--- src/rtl/redirect_ctrl.sv ---
// Control-flow redirect sequencer: arbitrates branch/jump/exception
// requests, pulses a redirect, then holds decode for a flush window.
module redirect_ctrl #(
    parameter int                     PC_WIDTH     = 32,
    parameter logic [PC_WIDTH-1:0]    TRAP_VECTOR  = 32'h0000_0100,
    parameter int                     FLUSH_CYCLES = 2,
    parameter int                     CNT_WIDTH    = 16
) (
    input  logic                 clk,
    input  logic                 rst,
    input  logic                 br_req,
    input  logic                 jmp_req,
    input  logic [PC_WIDTH-1:0]  target,
    input  logic                 exc_req,
    input  logic [PC_WIDTH-1:0]  req_pc,
    input  logic                 stall_in,
    output logic                 req_ready,
    output logic                 branch,
    output logic                 jump,
    output logic                 exception,
    output logic [PC_WIDTH-1:0]  pc_override,
    output logic                 stall,
    output logic                 id_stall,
    output logic                 flush,
    output logic [PC_WIDTH-1:0]  epc,
    output logic                 halted,
    output logic [CNT_WIDTH-1:0] redirect_count
);

    localparam int FW = (FLUSH_CYCLES > 1) ? $clog2(FLUSH_CYCLES) : 1;

    localparam logic [1:0] S_IDLE  = 2'd0;
    localparam logic [1:0] S_REDIR = 2'd1;
    localparam logic [1:0] S_FLUSH = 2'd2;
    localparam logic [1:0] S_HALT  = 2'd3;

    localparam logic [1:0] K_BR  = 2'd0;
    localparam logic [1:0] K_JMP = 2'd1;
    localparam logic [1:0] K_EXC = 2'd2;

    logic [1:0]           state;
    logic [1:0]           kind;
    logic [FW-1:0]        fcnt;
    logic [CNT_WIDTH-1:0] cnt;
    logic                 any_req;
    logic                 take_exc;

    assign any_req  = exc_req | jmp_req | br_req;
    // A misaligned branch/jump target becomes an exception
    assign take_exc = exc_req | (target[1:0] != 2'b00);

    always_ff @(posedge clk) begin
        if (rst) begin
            state       <= S_IDLE;
            kind        <= K_BR;
            fcnt        <= '0;
            cnt         <= '0;
            pc_override <= '0;
            epc         <= '0;
        end else begin
            if (state == S_REDIR && cnt != '1)
                cnt <= cnt + 1'b1;
            case (state)
                S_IDLE: begin
                    if (any_req) begin
                        state <= S_REDIR;
                        if (take_exc) begin
                            kind        <= K_EXC;
                            pc_override <= TRAP_VECTOR;
                            epc         <= req_pc;
                        end else begin
                            kind        <= jmp_req ? K_JMP : K_BR;
                            pc_override <= target;
                        end
                    end
                end
                S_REDIR, S_FLUSH: begin
                    if (exc_req) begin
                        // Exception on top of an exception is fatal
                        if (kind == K_EXC) begin
                            state <= S_HALT;
                        end else begin
                            state       <= S_REDIR;
                            kind        <= K_EXC;
                            pc_override <= TRAP_VECTOR;
                            epc         <= req_pc;
                        end
                    end else if (state == S_REDIR) begin
                        state <= S_FLUSH;
                        fcnt  <= FW'(FLUSH_CYCLES - 1);
                    end else if (fcnt == '0) begin
                        state <= S_IDLE;
                    end else begin
                        fcnt <= fcnt - 1'b1;
                    end
                end
                default: begin
                    state <= S_HALT;
                end
            endcase
        end
    end

    assign req_ready      = (state == S_IDLE);
    assign flush          = (state == S_REDIR);
    assign branch         = flush && (kind == K_BR);
    assign jump           = flush && (kind == K_JMP);
    assign exception      = flush && (kind == K_EXC);
    assign id_stall       = (state != S_IDLE);
    assign halted         = (state == S_HALT);
    assign stall          = stall_in | halted;
    assign redirect_count = cnt;

endmodule

--- config.mk ---
export PLATFORM = sky130hd
export DESIGN_NAME = redirect_ctrl
export DESIGN_NICKNAME = d
export VERILOG_FILES = /design/src/rtl/redirect_ctrl.sv
export SDC_FILE = /design/constraint.sdc
export NUM_CORES = 1
export LEC_CHECK = 0
export CELL_PAD_IN_SITES_DETAIL_PLACEMENT = 1
export CELL_PAD_IN_SITES_GLOBAL_PLACEMENT = 2
export CORE_MARGIN = 10
export CORE_UTILIZATION = 26
export DETAILED_ROUTE_END_ITERATION = 10
export PLACE_DENSITY = 0.88
export SLEW_MARGIN = 20
export SYNTH_ARGS = -nofsm -noshare
export SYNTH_HDL_FRONTEND = slang
export SYNTH_SLANG_ARGS = --single-unit
--- constraint.sdc ---
create_clock -name clk -period 2.77 [get_ports clk]
set_input_delay 0.4155 -clock clk [delete_from_list [all_inputs] [get_ports clk]]
set_output_delay 0.4155 -clock clk [all_outputs]
set_load 0.02 [all_outputs]
* Word level (Yosys, flattened, before mapping)
Index checks and enable logic that the tools add are counted. W data, S select, Z words.
Storage, ports and cells: register bits after elaboration 85, bits in latches 0, bits in writable memories 0, bits in read-only memories 0, bits of input ports 70, output and inout port bits 88, word-level logic and storage cells 62, memories kept 0
Operators by class: add/subtract/negate cells 2, multipliers 0, divide/modulo/power cells 0, $lt $le $gt $ge 0, equality and inequality tests 11, shifts and indexed selects 0, mux-type cells 24, bitwise operators 5, reduce and logical (&&, ||, !) cells 14
Operator list (number):
- $mux W32 | 8
- $pmux W32 S2 | 2
- $mux W2 | 9
- $add A16 B1 Y16 const B | 1
- $ne A16 B16 Y1 const B | 1
- $pmux W2 S2 | 2
- $eq A2 B2 Y1 const B | 3
- $reduce_bool A2 Y1 | 3
- $reduce_and A5 Y1 | 1
- $eq A2 B1 Y1 const B | 2
- $logic_and A1 B1 Y1 | 4
- $logic_not A2 Y1 | 2
- $ne A2 B1 Y1 const B | 2
- $ne A2 B2 Y1 const B | 2
- $ne A4 B4 Y1 const B | 1
- $or A1 B1 Y1 | 4
- $reduce_and A2 Y1 | 2
- $reduce_and A4 Y1 | 1
- $mux W1 | 3
- $reduce_or A2 Y1 | 1
- $not A1 Y1 | 1
- $sub A1 B1 Y1 const B | 1

* Longest topological paths before layout
depth in word-level cells 5, mapped depth 8, depth with buffers taken out 6

* Worst setup path before layout
No wires, ideal clock.
kind register to register, from register state[0], to register pc_override[23], setup time 0.134 ns, arrival 1.778 ns, data required time 2.636 ns, setup slack 0.858 ns, cell stages (with the launch flop) 9, buffers on the path 2, clock period less this slack 1.912 ns, path through dfxtp_1 inv_1 ha_1 nor4b_4 and3b_1 buf_6 buf_2 nand2_1 a21oi_1
Between the ends: elaborated cells between the ends (all ways) 10, those cells by class eq/ne (5); mux (1); reduce/logical (4)
RTL lines:
- start, declared | line 41 | logic [1:0] state;
- start signal, assigned | line 54 | state <= S_IDLE;
- start signal, assigned | line 66 | state <= S_REDIR;
- start signal, assigned | line 81 | state <= S_HALT;
- $logic_not A2 Y1 (*)
- net req_ready | line 17 | output logic req_ready,
- $ne A2 B1 Y1 (no source line) or $reduce_bool A2 Y1 (tied branches)
- $reduce_and A4 Y1 (no source line)
- end signal, assigned | line 73 | pc_override <= target;
- end, declared | line 21 | output logic [PC_WIDTH-1:0] pc_override,
The timed path passes the listed nets; every way through them passes the cells marked *. A chain may end at the register's enable or synchronous reset.

* Final worst setup path
from register state[1], to output jump
Between the ends: word-level cells in the longest chain between the ends 2
Ends and longest elaborated chain:
- $eq A2 B1 Y1 | line 105 | assign flush = (state == S_REDIR);
- $logic_and A1 B1 Y1 | line 107 | assign jump = flush && (kind == K_JMP);
- end, declared | line 19 | output logic jump,
Every way passes these cells.

==> flow_metrics.tcl <==
set metrics [dict create \
    status "completed" \
    synth_edf_count 0 \
    cts_buffers 9 \
    grt_overflow 0 \
    cpPeakStageDelay_ns 0.68 \
    drc_errors 0 \
    clkTransAtPathRegs_ns 0.06 \
    synth_flop_cell "dfxtp_1" \
    core-area_sq_um 14420 \
    fillers 1648 \
    ant_nets 0 \
    synth_common_cells "85 x dfxtp_1, 68 x nand2b_1, 42 x a21oi_1, 38 x o21ai_0, 36 x nand2_1" \
    cap_violations 0 \
    hold_viol 0 \
    vias 3569 \
    finalCritPeriodShare_pct 84.85 \
    crit_path_end_kind "output pin" \
    cp_num_buf_inv 3 \
    syn-cell-area_sq_um 3792 \
    postCtsSetupBuffers 0 \
    syn_inst 420 \
    port_buffers 157 \
    path_common_cell "inv_1" \
    use_met1_pct 14.06 \
    grtUsageMet3_pct 6.651 \
    clk_path_buf_depth 2 \
    drt-total-wl_mm 12.80 \
    slew-limit-headroom_pct 51.46 \
    dieArea_sq_um 19820 \
    hold_path_class "flip-flop to flip-flop" \
    htree_num_levels 3 \
    syn_area_per_cell_sq_um 9.029 \
    multi_input_area_sq_um 1923 \
    crit_type "flip-flop to output pin" \
    cp_data_required_time_ns 2.35 \
    die_height_microns 140.8 \
    syn_nets 494 \
    hpwl_mm 9.680 \
    synthToLayoutAreaGrowth_pct 53.41 \
    period_needed_ns 2.350 \
    fmax_mhz 425.4 \
    leakage_nw 2.107 \
    path_cells "inv_1 -> ha_1 -> inv_1 -> nor3b_1 -> clkdlybuf4s50_1" \
    cp_max_fo 7 \
    grt_pass1_vias 3943 \
    holdBufCountCts 0 \
    async_flop_share_pct 0 \
    crit_slowest_cell "clkdlybuf4s50_1" \
    worstSkewPairLatency_ns 0.34 \
    wl_per_cell_microns 16.97 \
    antenna_found_initial 0 \
    synthTopCellsByArea "dfxtp_1 45%, nand2b_1 11%, mux2i_1 9.2%" \
    synth_top_area_share_pct 44.87 \
    antennaDiodeCount 0 \
    p_per_area_nw_per_um2 792.4 \
    yosys.area.top_type "dfxtp_1" \
    tightestPinTransition_ns 0.7226 \
    regArea_sq_um 1702 \
    setup-tns-final_ns 0 \
    yosys_warnings 0 \
    grt_pass1_wl_mm 21.13 \
    drtPass1Iterations 4 \
    ys_seq_area_share_pct 44.87 \
    slew_viol_final 0 \
    use_met2_pct 20.94 \
    setup_viol 0 \
    rsz0062_at_grt "false" \
    cts_tree "built" \
    synth_most_common_cell "dfxtp_1" \
    nets 640 \
    ys_ff_latch 85 \
    grt_max_degree 77 \
    startpoint_type "flip-flop" \
    via_per_inst 4.733 \
    cp.arrival_ns 1.93 \
    gp_congestion 0.7782 \
    drt_iter0_markers 116 \
    ir_worst_vdd_v 0.0003889 \
    fin_skew_ns 0.01024 \
    worst_path_dominant_cell_family "buffers and inverters" \
    fp.dieW_microns 140.8 \
    cts_num_sinks 85 \
    num_rows 44 \
    grtUsageTotal_pct 12.86 \
    layout-drive-gt1-share_pct 5.088 \
    ios 158 \
    start_util_pct 26.29 \
    p_total_mw 4.610 \
    yosys.cell_types.count 40 \
    grt-busiest-layer "met2" \
    root_buffer "clkbuf_16" \
    cts_resized 0 \
]
logic make-up (layout without fill, tap and decap cells):
family                   after synthesis  count (layout)  share of synthesized area [%]
XOR/XNOR                               1               1                         0.2310
adder cells (fa/ha/maj)                4               4                          1.320
buffers and inverters                 35             185                          4.586
AO/OA/AOI/OAI                         94              94                          13.86
flip-flops                            85              85                          44.87
multiplexers                          36              36                          9.535
AND/OR/NAND/NOR                      165             165                          25.60
layer usage:
layer | share of wire [%] | wire (microns) | up-vias
met5 | 0 | 0 | -
met4 | 1.4 | 184 | 0
met3 | 11 | 1353 | 13
met2 | 46 | 5930 | 118
met1 | 42 | 5330 | 1698
li1 | - | - | 1740
worst paths after layout:
kind | startpoint | endpoint | slack, ns | cells after the start
worst max-delay path | state[1] | jump | 0.42 | 5
worst min-delay path | pc_override[26] | pc_override[26] | 0.47 | 2
worst max register to register | state[0] | pc_override[8] | 0.64 | 7
worst min register to register | pc_override[26] | pc_override[26] | 0.47 | 2
area by class of cell:
type | instances | share of cell area [%]
Inverter | 6 | 0.3871
Multi-Input combinational cell | 300 | 33.05
Sequential cell | 85 | 29.25
Timing Repair Buffer | 164 | 28.47
Tap cell | 184 | 3.957
Clock inverter | 3 | 0.8172
Clock buffer | 12 | 4.065
cells in the final DEF, fill, tap and decap left out, types with 3 or more instances in the layout:
cell type	count
clkbuf_1	3
a21oi_1	42
nor2_1	11
nand3_1	5
or3_1	7
buf_4	4
clkbuf_16	9
and4_1	8
inv_1	6
buf_12	3
dfxtp_1	85
nand2_1	36
nor3b_1	3
mux2i_1	35
ha_1	4
o21ai_0	38
nand4_1	9
a31oi_1	3
nand2b_1	68
clkdlybuf4s50_1	156
nor3_1	4
power by group:
part	leakage (nW)	switching [mW]	internal [mW]
sequential	0.694	0.138	1.43
combinational	1.28	0.987	0.867
clock	0.137	0.485	0.699
per-stage QoR:
stage / cells / setup WS [ns] / hold slack, ns / utilization, % / area (sq um)
after detailed placement: 739 / 0.3668 / 0.4705 / 38.37 / 5534
after global routing: 754 / 0.2664 / 0.4951 / 40.34 / 5818
after CTS: 754 / 0.3905 / 0.4792 / 40.34 / 5818
final: 754 / 0.4195 / 0.4744 / 40.34 / 5818
after global placement: 739 / 0.4477 / 0.4572 / 38.37 / 5534
after floorplan: 420 / 0.8579 / 0.4601 / - / 3792
flip-flops by register name, summed over array words and instances (netlist names):
| name | count |
|---|---|
| pc_override | 32 |
| redirect_count | 16 |
| state | 2 |
| kind | 2 |
| fcnt | 1 |
| epc | 32 |
worst min-delay path, delay by kind of cell (launching register included):
kind,cells,cell delay [ns]
AOI/OAI and AO/OA,2,0.12
DFF,1,0.31
No activity file was read; power rests on OpenSTA's default activity.
